$ cat config.mk
export PLATFORM = sky130hd
export DESIGN_NAME = fetch_stage
export DESIGN_NICKNAME = d
export VERILOG_FILES = /design/src/rtl/nes_cpu_pkg.sv /design/src/rtl/fetch_len_decode.sv /design/src/rtl/fetch_stage.sv
export SDC_FILE = /design/constraint.sdc
export NUM_CORES = 1
export LEC_CHECK = 0
export ABC_AREA = 1
export CAP_MARGIN = 5
export CORE_MARGIN = 2
export CORE_UTILIZATION = 36
export DETAILED_ROUTE_END_ITERATION = 8
export PLACE_DENSITY = 0.63
export SLEW_MARGIN = 30
export SYNTH_ARGS = -nofsm -noshare
export SYNTH_HDL_FRONTEND = slang
export SYNTH_HIERARCHICAL = 1
export SYNTH_SLANG_ARGS = --single-unit
$ cat constraint.sdc
create_clock -name clk -period 3.15 [get_ports clk]
set_input_delay 0.63 -clock clk [delete_from_list [all_inputs] [get_ports clk]]
set_output_delay 0.63 -clock clk [all_outputs]
set_load 0.01 [all_outputs]
$ cat src/rtl/nes_cpu_pkg.sv
// Shared CPU-pipeline definitions: fetch FSM states, reset vector addresses and
// the field layout of the fetch-to-decode instruction register.
package nes_cpu_pkg;

    typedef enum logic [2:0] {
        VEC_LO   = 3'd0,
        VEC_HI   = 3'd1,
        FETCH_OP = 3'd2,
        FETCH_B1 = 3'd3,
        FETCH_B2 = 3'd4,
        HOLD     = 3'd5
    } fetch_state_t;

    localparam logic [15:0] VEC_RESET_LO = 16'hFFFC;
    localparam logic [15:0] VEC_RESET_HI = 16'hFFFD;

    localparam int unsigned FD_OP_LSB = 16;
    localparam int unsigned FD_B1_LSB = 8;
    localparam int unsigned FD_B2_LSB = 0;

    function automatic logic [23:0] pack_fd(input logic [7:0] op,
                                            input logic [7:0] b1,
                                            input logic [7:0] b2);
        logic [23:0] r;
        r = '0;
        r[FD_OP_LSB +: 8] = op;
        r[FD_B1_LSB +: 8] = b1;
        r[FD_B2_LSB +: 8] = b2;
        return r;
    endfunction

endpackage

$ cat src/rtl/fetch_len_decode.sv
// Instruction length (1..3 bytes) from the opcode byte.
module fetch_len_decode (
    input  logic [7:0] opcode,
    output logic [1:0] len
);

    always_comb begin
        len = 2'd2;
        if (opcode[3:0] == 4'h8 || opcode[3:0] == 4'hA ||
            opcode == 8'h00 || opcode == 8'h40 || opcode == 8'h60) begin
            len = 2'd1;
        end else if (opcode[3:2] == 2'b11 ||
                     (opcode[4] && (opcode[3:0] == 4'h9 || opcode[3:0] == 4'hB)) ||
                     opcode == 8'h20) begin
            len = 2'd3;
        end
    end

endmodule

$ cat src/rtl/fetch_stage.sv
// Byte-serial instruction fetch with a one-instruction output holding register.
// Define NES_RESET_VECTOR_EN to load the start PC from the FFFC/FFFD reset vector.
module fetch_stage
    import nes_cpu_pkg::*;
#(
    parameter logic [15:0] RESET_PC = 16'h8000
) (
    input  logic        clk,
    input  logic        rst_n,
    output logic [15:0] mem_addr,
    output logic        mem_rd_en,
    input  logic [7:0]  mem_rdata,
    output logic [23:0] f_to_d_reg,
    output logic        f_to_d_valid,
    input  logic        d_ready,
    output logic [15:0] pc_out,
    input  logic        redirect_valid,
    input  logic [15:0] redirect_pc
);

    fetch_state_t state;
    logic         run;
    logic [15:0]  pc;
    logic [7:0]   op_q;
    logic [7:0]   b1_q;
    logic [1:0]   len_q;
    logic [1:0]   rd_len;
    logic         redirect_ok;
`ifdef NES_RESET_VECTOR_EN
    logic         vec_wait;
`endif

    fetch_len_decode u_len (
        .opcode (mem_rdata),
        .len    (rd_len)
    );

`ifdef NES_RESET_VECTOR_EN
    assign redirect_ok = redirect_valid && state != VEC_LO && state != VEC_HI;
`else
    assign redirect_ok = redirect_valid;
`endif

    // run holds the bus idle for the first cycle after reset so that the
    // reset-state outputs read as zero.
    always_comb begin
        mem_rd_en = 1'b0;
        mem_addr  = '0;
        if (run) begin
            case (state)
                FETCH_OP: begin
                    mem_rd_en = 1'b1;
                    mem_addr  = pc;
                end
                FETCH_B1: if (rd_len != 2'd1) begin
                    mem_rd_en = 1'b1;
                    mem_addr  = pc + 16'd1;
                end
                FETCH_B2: if (len_q == 2'd3) begin
                    mem_rd_en = 1'b1;
                    mem_addr  = pc + 16'd2;
                end
`ifdef NES_RESET_VECTOR_EN
                VEC_LO: begin
                    mem_rd_en = 1'b1;
                    mem_addr  = VEC_RESET_LO;
                end
                VEC_HI: if (!vec_wait) begin
                    mem_rd_en = 1'b1;
                    mem_addr  = VEC_RESET_HI;
                end
`endif
                default: ;
            endcase
        end
    end

    always_ff @(posedge clk) begin
        if (!rst_n) begin
            run          <= 1'b0;
            pc           <= RESET_PC;
            op_q         <= '0;
            b1_q         <= '0;
            len_q        <= '0;
            f_to_d_reg   <= '0;
            f_to_d_valid <= 1'b0;
            pc_out       <= '0;
`ifdef NES_RESET_VECTOR_EN
            state        <= VEC_LO;
            vec_wait     <= 1'b0;
`else
            state        <= FETCH_OP;
`endif
        end else begin
            run <= 1'b1;
            if (redirect_ok) begin
                pc           <= redirect_pc;
                f_to_d_valid <= 1'b0;
                state        <= FETCH_OP;
            end else if (run) begin
                case (state)
`ifdef NES_RESET_VECTOR_EN
                    VEC_LO: begin
                        vec_wait <= 1'b0;
                        state    <= VEC_HI;
                    end
                    VEC_HI: begin
                        if (!vec_wait) begin
                            pc[7:0]  <= mem_rdata;
                            vec_wait <= 1'b1;
                        end else begin
                            pc[15:8] <= mem_rdata;
                            state    <= FETCH_OP;
                        end
                    end
`endif
                    FETCH_OP: state <= FETCH_B1;
                    FETCH_B1: begin
                        op_q  <= mem_rdata;
                        len_q <= rd_len;
                        if (rd_len == 2'd1) begin
                            f_to_d_reg   <= pack_fd(mem_rdata, 8'h00, 8'h00);
                            f_to_d_valid <= 1'b1;
                            pc_out       <= pc;
                            state        <= HOLD;
                        end else begin
                            state <= FETCH_B2;
                        end
                    end
                    FETCH_B2: begin
                        b1_q <= mem_rdata;
                        if (len_q == 2'd2) begin
                            f_to_d_reg   <= pack_fd(op_q, mem_rdata, 8'h00);
                            f_to_d_valid <= 1'b1;
                            pc_out       <= pc;
                        end
                        state <= HOLD;
                    end
                    // HOLD entered without valid means the last byte of a
                    // 3-byte instruction is still arriving this cycle.
                    HOLD: begin
                        if (!f_to_d_valid) begin
                            f_to_d_reg   <= pack_fd(op_q, b1_q, mem_rdata);
                            f_to_d_valid <= 1'b1;
                            pc_out       <= pc;
                        end else if (d_ready) begin
                            f_to_d_valid <= 1'b0;
                            pc           <= pc + {14'd0, len_q};
                            state        <= FETCH_OP;
                        end
                    end
                    default: state <= FETCH_OP;
                endcase
            end
        end
    end

endmodule
Yosys cells after proc, flatten, opt, wreduce, memory -nomap -nowiden
Index checks and enable logic that the tools add are counted.
- $add $sub $neg: 3
- equal/unequal tests: 21
- multiplexer cells: 33
- bitwise gates (word level): 2
- reduce and logical (&&, ||, !) cells: 21
- operator list (cell ; count):
    $mux 16 ; 11
    $pmux 16 s3 ; 2
    $mux 24 ; 3
    $pmux 24 s3 ; 1
    $add 16x1->16 const B ; 1
    $add 16x2->16 ; 1
    $add 16x2->16 const B ; 1
    $eq 4x4->1 const B ; 4
    $eq 8x7->1 const B ; 2
    $pmux 3 s4 ; 1
    $mux 1 ; 10
    $ne 2x2->1 const B ; 5
    $reduce_and 3->1 ; 3
    $eq 8x6->1 const B ; 1
    $logic_not 8->1 ; 1
    $reduce_and 4->1 ; 2
    $reduce_bool 2->1 ; 4
    $logic_or 1x1->1 ; 7
    $eq 2x2->1 const B ; 3
    $eq 3x2->1 const B ; 2
    $eq 3x3->1 const B ; 2
    $mux 3 ; 2
    $pmux 1 s3 ; 2
    $reduce_and 6->1 ; 1
    other kinds (7) ; 8
- bits in registers: 79
- input bits: 28
- output and inout port bits: 58
- word-level logic and storage cells: 89

Longest topological paths before layout
Gate-level depths: netlist of run 1.
- word-level depth: 11
- depth in mapped cells: 13
- gate-level depth less buffers: 13

Modules after synthesis
Netlist of run 1, hierarchy kept.
- by module, submodules not included (module ; times used ; cells each ; area each (µm²) ; seq. area each (µm²)):
    fetch_stage ; 1 ; 685 ; 4425.5 ; 1581.5
    fetch_len_decode ; 1 ; 12 ; 47.5 ; 0.0

Worst setup path after synthesis of run 1
OpenSTA, ideal clock, no wires.
- path type: input -> output
- from: in mem_rdata[3]
- to: out mem_addr[7]
- arrival: 1.859 ns
- required time: 2.520 ns
- setup slack: 0.661 ns
- stages: 11
- buffers on the path: 0
- cell sequence: nor2_1 nand2_1 nand3_1 inv_1 nand2_1 inv_1 nor2_1 nand2_1 nand2_1 nor3b_1 nor3_1
- elaborated cells on any way between the ends: 23
- classes of those cells: eq/ne (9); mux (5); reduce/logical (9)
- RTL lines (item ; line ; source):
    from (decl) ; fetch_stage.sv:12 ; input logic [7:0] mem_rdata,
    $eq 4x4->1 ; fetch_len_decode.sv:9 ; if (opcode[3:0] == 4'h8 || opcode[3:0] == 4'hA ||
    $logic_or 1x1->1 (2 in series) ; fetch_len_decode.sv:9 ;
    $logic_or 1x1->1 ; fetch_len_decode.sv:10 ; opcode == 8'h00 || opcode == 8'h40 || opcode == 8'h60) begin
    $logic_or 1x1->1 * ; fetch_len_decode.sv:10 ;
    $mux 2 * ; fetch_len_decode.sv:9 ;
    net rd_len[1] ; fetch_stage.sv:27 ; logic [1:0] rd_len;
    $ne 2x1->1 * ; fetch_stage.sv:55 ; FETCH_B1: if (rd_len != 2'd1) begin
    $mux 16 * ; fetch_stage.sv:55 ;
    $pmux 16 s3 * ; fetch_stage.sv:50 ; case (state)
    $mux 16 * ; fetch_stage.sv:49 ; if (run) begin
    to (decl) ; fetch_stage.sv:10 ; output logic [15:0] mem_addr,
Mark *: on every way through the listed nets, which the timed path passes. The rest lies on a longest branch.

Worst setup path after layout of run 1
- from: in mem_rdata[3]
- to: out mem_addr[1]
Same word-level chain as after synthesis.

==> results of run 1 <==
## logic make-up after synthesis
group / after synthesis / share of synthesized area, %
AO/OA/AOI/OAI: 162 / 19.2
XOR/XNOR: 5 / 0.979
adder cells (fa/ha/maj): 5 / 1.57
buffers and inverters: 108 / 10.2
flip-flops: 79 / 35.4
AND/OR/NAND/NOR: 338 / 32.8
## final timing paths
check                                      startpoint                         end  slack (ps)  depth (start not counted)
worst max-delay path                     mem_rdata[3]                 mem_addr[1]          70                         14
worst min-delay path             b1_q[3]$_SDFFE_PN0P_        b1_q[3]$_SDFFE_PN0P_         460                          2
worst max register to register  state[0]$_SDFFE_PP0P_  f_to_d_reg[1]$_SDFFE_PN0P_         860                         11
worst min register to register   b1_q[3]$_SDFFE_PN0P_        b1_q[3]$_SDFFE_PN0P_         460                          2
## worst register-to-register path, delay by kind of cell (launching register included)
family | cells | cell delay, ps
and+or+nand+nor | 6 | 930
DFF | 1 | 600
buffers and inverters | 3 | 480
AOI/OAI and AO/OA | 2 | 200
## synth_stat cells (all sizes together), types with 2 or more instances
library cell,instances,share of area [%]
clkbuf,16,1.3
xor2,5,0.98
a21boi,4,0.67
a31oi,3,0.42
ha,4,1.1
or2,2,0.28
nor2,71,6.7
o21ai,54,6.2
nand2,169,15
nand4,9,1.3
nor3,6,0.67
o22ai,9,1.3
a21oi,87,9.7
dfxtp,79,35
nand3,79,8.8
inv,68,5.7
buf,23,3.0
## final cells by class
type                            count  area (um^2)
Multi-Input combinational cell    511         2520
Tap cell                          168          210
Fill cell                        1240         6030
Sequential cell                    79         1580
Clock inverter                      5         38.8
Inverter                           69          259
Timing Repair Buffer              132         1180
Clock buffer                       11          243
## metal layers
layer | up-vias | wire length, um | share of wire, % | global-route usage [%]
li1 | 2510 | - | - | -
met1 | 2397 | 6500 | 43 | 29.3
met2 | 187 | 7320 | 48 | 39.9
met3 | 24 | 1020 | 6.7 | 3.56
met4 | 0 | 338 | 2.2 | 6.99
met5 | - | 0 | 0 | 0
## power groups by stage
stage / combinational (mW) / clock, mW / sequential, mW
global route: 0.344 / 1.06 / 1.05
floorplan: 0.171 / 0 / 1.05
CTS: 0.307 / 1.02 / 1.05
global placement: 0.302 / 0 / 1.07
detailed placement: 0.304 / 0 / 1.07
finish: 0.314 / 1.00 / 1.05
## timing repair
action / in CTS / in global routing
cloned: 1 / 0
resized for setup: 41 / 22
endpoints found under the setup margin: 17 / 16
buffers inserted: 3 / 2
pin swaps: 4 / 3
==> metrics, run 1 <==
slowest stage cell, crit path=sky130_fd_sc_hd__clkdlybuf4s50_1; cell row count=40; Worst Setup Slack, final=74.8 ps; die height=115 um; endpoints failing setup=0; post-layout instance area=between 0.006 and 0.007 mm^2; effective utilization at floorplan=between 30% and 40%; DRT Wirelength=15,200 um; CP Data Required Time=2520 ps; number of synthesis warnings=6; sum of internal, switching and leakage power=2.36 mW; max capacitance violation total=0; clock latency reported for the late side of the worst-skew pair=about 330 ps; Detailed Routing Iterations Pass 1=5; clock tree from TritonCTS=done; post-layout util=50.0%; Startpoint Class=primary input; nets@finish=835; share of total power in sequential cells=between 40 and 50%; Top FF cell, synth=sky130_fd_sc_hd__dfxtp_1; cell chosen for the clock root=sky130_fd_sc_hd__clkbuf_16; post-detailed-route DRC marker count=0; RSZ-0062 raised after global routing=yes; IO buf count=85; leakage dissipation=2.43 nW; instance area after placement=0.00567 mm^2; per-instance average area after synthesis=6.42 um^2; worst-case setup slack after placement=-399 ps; Fmax achieved=0.325 GHz; clk sink count=79; layout overhead on the synthesized area=34.8%; Core Area=~0.012 mm^2; net switching power=654 uW; number of levels in the clock H-tree=3; vias per cell=5.25; Hold WC Path Type=reg -> reg; overall routing resource usage=23.0%; number of enable-type register cells in the synthesized netlist=0; series of cell instances along the critical path=clkdlybuf4s50_1, nor2_1, nand2_1, nand3_2, inv_2, nand2_4, inv_2, nor2_4, buf_6, a22oi_1, o21ai_1, nand2_1, inv_1, dlygate4sd2_1; number of buffer and inverter instances along the worst setup path=6; cell area after synthesis=0.00447 mm^2; total internal power=1.71 mW; fraction of power spent switching nets=27.7%; hold-fix buffer count after cts=0; Final Cycle Share=between 90% and 100%; family with the most delay on the worst path=buffers and inverters; maximum single-stage delay on the critical path=530 ps; number of inserted diodes=0; Hold Fails Final Rpt=0; Total Die Area=0.0133 mm^2; count of non-filler cells in the finished layout=~980; Yosys cell types=37; proportion of power drawn by the clock network=between 40% and 50%; Final TNS setup=0 ps; critical path start-end classification=in -> out; Arrival @ worst endpoint=2450 ps; initial detailed-routing violation count=294; highest-count cells in the layout ignoring fill and taps=159 x sky130_fd_sc_hd__nand2_1, 85 x sky130_fd_sc_hd__a21oi_1, 79 x sky130_fd_sc_hd__dfxtp_1; Cells after DPL=953; WHS=456 ps; Max FO, Critical Path=6; max-slew headroom at the worst pin=54.2%; share of cells above drive strength 1=12.5%; most common cell after layout, fill and taps aside=sky130_fd_sc_hd__nand2_1; global-route wire length before repair=~24,000 um; via count of the first global-routing pass=around 4,900; total global routing overflow=0; gate count after technology mapping=around 700; maximum count of clock buffers along a single path=2; number of nets produced by synthesis=730; pin slew with the least headroom to its limit=681 ps; result of the run=finished, final reports clean; routed via count=5,118; pin count of the biggest net entering global routing=42; final period demand of the worst path=about 3100 ps; number of synthesized register bits=between 70 and 80; die outline width=115 um; worst clock skew=10.1 ps; Max IR drop VDD=0.209 mV; proportion of synthesized flip-flops having asynchronous set or reset=0%; post-DP HPWL=11,500 um; power density relative to cell area=392 mW/mm^2; clock-pin slew of the registers on the worst-case setup and hold paths=60 ps; initial antenna violation count=0; nature of the critical path endpoint=output pin; combinational group share of total power=13.3%; remaining antenna violation count after routing=0; Max Transition Viols Final=0; Largest register FFs=24; mean routed wirelength per cell=15.6 um; number of ports placed on the die boundary=86; proportion of synthesized chip area in sequential cells=roughly 35%; final weighted congestion in routability-driven placement=around 0.92; number of buffers created by CTS=9
No activity file was read; power rests on OpenSTA's default activity.
==> inputs of run 2 (changes only) <==
--- a/config.mk
+++ b/config.mk
@@ -6,6 +6,7 @@
 export NUM_CORES = 1
 export LEC_CHECK = 0
 export ABC_AREA = 1
+export ABC_CLOCK_PERIOD_IN_PS = 3150
 export CAP_MARGIN = 5
 export CORE_MARGIN = 2
 export CORE_UTILIZATION = 36
@@ -16,3 +17,4 @@
 export SYNTH_HDL_FRONTEND = slang
 export SYNTH_HIERARCHICAL = 1
 export SYNTH_SLANG_ARGS = --single-unit
+export TNS_END_PERCENT = 1
==> metrics, run 2 (same netlist as run 1, synthesis figures left out) <==
result of the run=finished, final reports clean; Max FO, Critical Path=5 (-1); RSZ-0062 raised after global routing=yes; overall routing resource usage=22.9% (-0.077 points); share of total power in sequential cells=44.2% (about the same); pin count of the biggest net entering global routing=42 (unchanged); initial detailed-routing violation count=379 (+29%); pin slew with the least headroom to its limit=658 ps (-23.7 ps); net switching power=658 uW (+0.72%); highest-count cells in the layout ignoring fill and taps=159 x sky130_fd_sc_hd__nand2_1, 86 x sky130_fd_sc_hd__a21oi_1, 79 x sky130_fd_sc_hd__dfxtp_1; proportion of power drawn by the clock network=42.5% (about the same); clock latency reported for the late side of the worst-skew pair=330 ps (about the same); instance area after placement=0.00567 mm^2 (unchanged); post-layout util=50.0% (unchanged); number of ports placed on the die boundary=86 (unchanged); die outline width=115 um (unchanged); die height=115 um (unchanged); fraction of power spent switching nets=27.8% (+0.13 points); worst-case setup slack after placement=-399 ps (unchanged); cell chosen for the clock root=sky130_fd_sc_hd__clkbuf_16; Largest register FFs=24 (unchanged); number of levels in the clock H-tree=3 (unchanged); routed via count=5,120 (+0.039%); worst clock skew=9.53 ps (-0.614 ps); via count of the first global-routing pass=4,831 (-0.76%); Core Area=0.0121 mm^2 (unchanged); hold-fix buffer count after cts=0 (unchanged); vias per cell=5.26 (+0.14%); WHS=457 ps (+0.893 ps); post-layout instance area=0.00603 mm^2 (unchanged); global-route wire length before repair=24,200 um (-0.20%); Final TNS setup=0 ps (unchanged); layout overhead on the synthesized area=34.8% (unchanged); CP Data Required Time=2520 ps (about the same); total internal power=1.71 mW (about the same); DRT Wirelength=15,200 um (+0.33%); max capacitance violation total=0 (unchanged); Arrival @ worst endpoint=2480 ps (+30 ps); nets@finish=834 (-0.12%); clock tree from TritonCTS=done; Hold Fails Final Rpt=0 (unchanged); remaining antenna violation count after routing=0 (unchanged); mean routed wirelength per cell=15.6 um (+0.43%); power density relative to cell area=393 mW/mm^2 (+0.23%); max-slew headroom at the worst pin=55.8% (+1.6 points); maximum count of clock buffers along a single path=2 (unchanged); Worst Setup Slack, final=41.6 ps (-33.2 ps); share of cells above drive strength 1=12.4% (-0.11 points); Total Die Area=0.0133 mm^2 (unchanged); post-DP HPWL=11,500 um (unchanged); post-detailed-route DRC marker count=0 (unchanged); nature of the critical path endpoint=output pin; cell row count=40 (unchanged); Hold WC Path Type=reg -> reg; Detailed Routing Iterations Pass 1=5 (unchanged); Max Transition Viols Final=0 (unchanged); total global routing overflow=0 (unchanged); final weighted congestion in routability-driven placement=0.924 (unchanged); final period demand of the worst path=3110 ps (+33.2 ps); clk sink count=79 (unchanged); Startpoint Class=primary input; initial antenna violation count=0 (unchanged); Final Cycle Share=98.7% (+1.1 points); clock-pin slew of the registers on the worst-case setup and hold paths=60 ps (about the same); endpoints failing setup=0 (unchanged); Max IR drop VDD=0.210 mV (+0.47%); number of inserted diodes=0 (unchanged); most common cell after layout, fill and taps aside=sky130_fd_sc_hd__nand2_1; leakage dissipation=2.44 nW (+0.35%); combinational group share of total power=13.3% (about the same); IO buf count=85 (unchanged); effective utilization at floorplan=37.1% (unchanged); Fmax achieved=0.322 GHz (-1.1%); number of fillers in the final layout=1,239 (-0.081%); number of buffers created by CTS=9 (unchanged); critical path start-end classification=in -> out; worst-case register-to-register setup slack=850 ps (about the same)
run 2: cell count changes in the layout (fill, tap and decap cells not counted), sizes merged:
cell           before  now
buf                52   50
clkdlybuf4s15       1    3
dlygate4sd2         8    5
dlymetal6s2s        1    3
run 2: final cells by class:
class / instances / area (um^2) / share of cell area, %
Clock inverter: 5 / 38.8 / 0.643
Timing Repair Buffer: 131 / 1180 / 19.6
Tap cell: 168 / 210 / 3.49
Clock buffer: 11 / 243 / 4.03
Sequential cell: 79 / 1580 / 26.2
Inverter: 69 / 259 / 4.30
Multi-Input combinational cell: 511 / 2520 / 41.7
run 2: metal layers:
metal	routed length [um]	track usage (%)	share of wire (%)	vias to the layer above
met5	0	0	0	-
met4	261	6.02	1.7	0
met3	950	3.61	6.2	22
met2	7340	40.0	48	181
met1	6680	29.4	44	2412
li1	-	-	-	2505
run 2: final timing paths:
check	start	endpoint	cells past startpoint
setup / recovery	mem_rdata[3]	mem_addr[13]	14
hold / removal	b1_q[2]$_SDFFE_PN0P_	b1_q[2]$_SDFFE_PN0P_	2
setup reg to reg	state[0]$_SDFFE_PP0P_	f_to_d_reg[1]$_SDFFE_PN0P_	11
hold reg to reg	b1_q[2]$_SDFFE_PN0P_	b1_q[2]$_SDFFE_PN0P_	2
run 2: stage by stage:
stage          power (mW)  cells
2_1_floorplan        1.23    697
3_3_place_gp         1.37    953
3_5_place_dp         1.37    953
4_1_cts              2.37    972
5_1_grt              2.46    974
6_report             2.37    974
run 2: worst max-delay path: stages:
cell and delay (ps):
sky130_fd_sc_hd__clkdlybuf4s50_1 470, sky130_fd_sc_hd__nor2_1 130, sky130_fd_sc_hd__nand2_1 80, sky130_fd_sc_hd__nand3_2 100, sky130_fd_sc_hd__inv_2 50, sky130_fd_sc_hd__nand2_4 130
sky130_fd_sc_hd__inv_2 70, sky130_fd_sc_hd__nor2_4 110, sky130_fd_sc_hd__nand2_2 110, sky130_fd_sc_hd__a21oi_1 130, sky130_fd_sc_hd__nand3b_1 120, sky130_fd_sc_hd__nand2_1 50
sky130_fd_sc_hd__inv_1 50, sky130_fd_sc_hd__dlygate4sd2_1 260
run 2: power groups by stage:
stage               sequential (mW)  combinational [mW]  clock, mW
floorplan                      1.05               0.171          0
global route                   1.05               0.345       1.06
finish                         1.05               0.315       1.01
CTS                            1.05               0.307       1.02
detailed placement             1.07               0.304          0
global placement               1.07               0.302          0
run 2: timing repair:
action | in CTS | in global routing
pin swaps | 4 | 2
buffers inserted | 2 | 2
cloned | 1 | 0
setup endpoints to repair | 17 | 17
resized for setup | 34 | 26
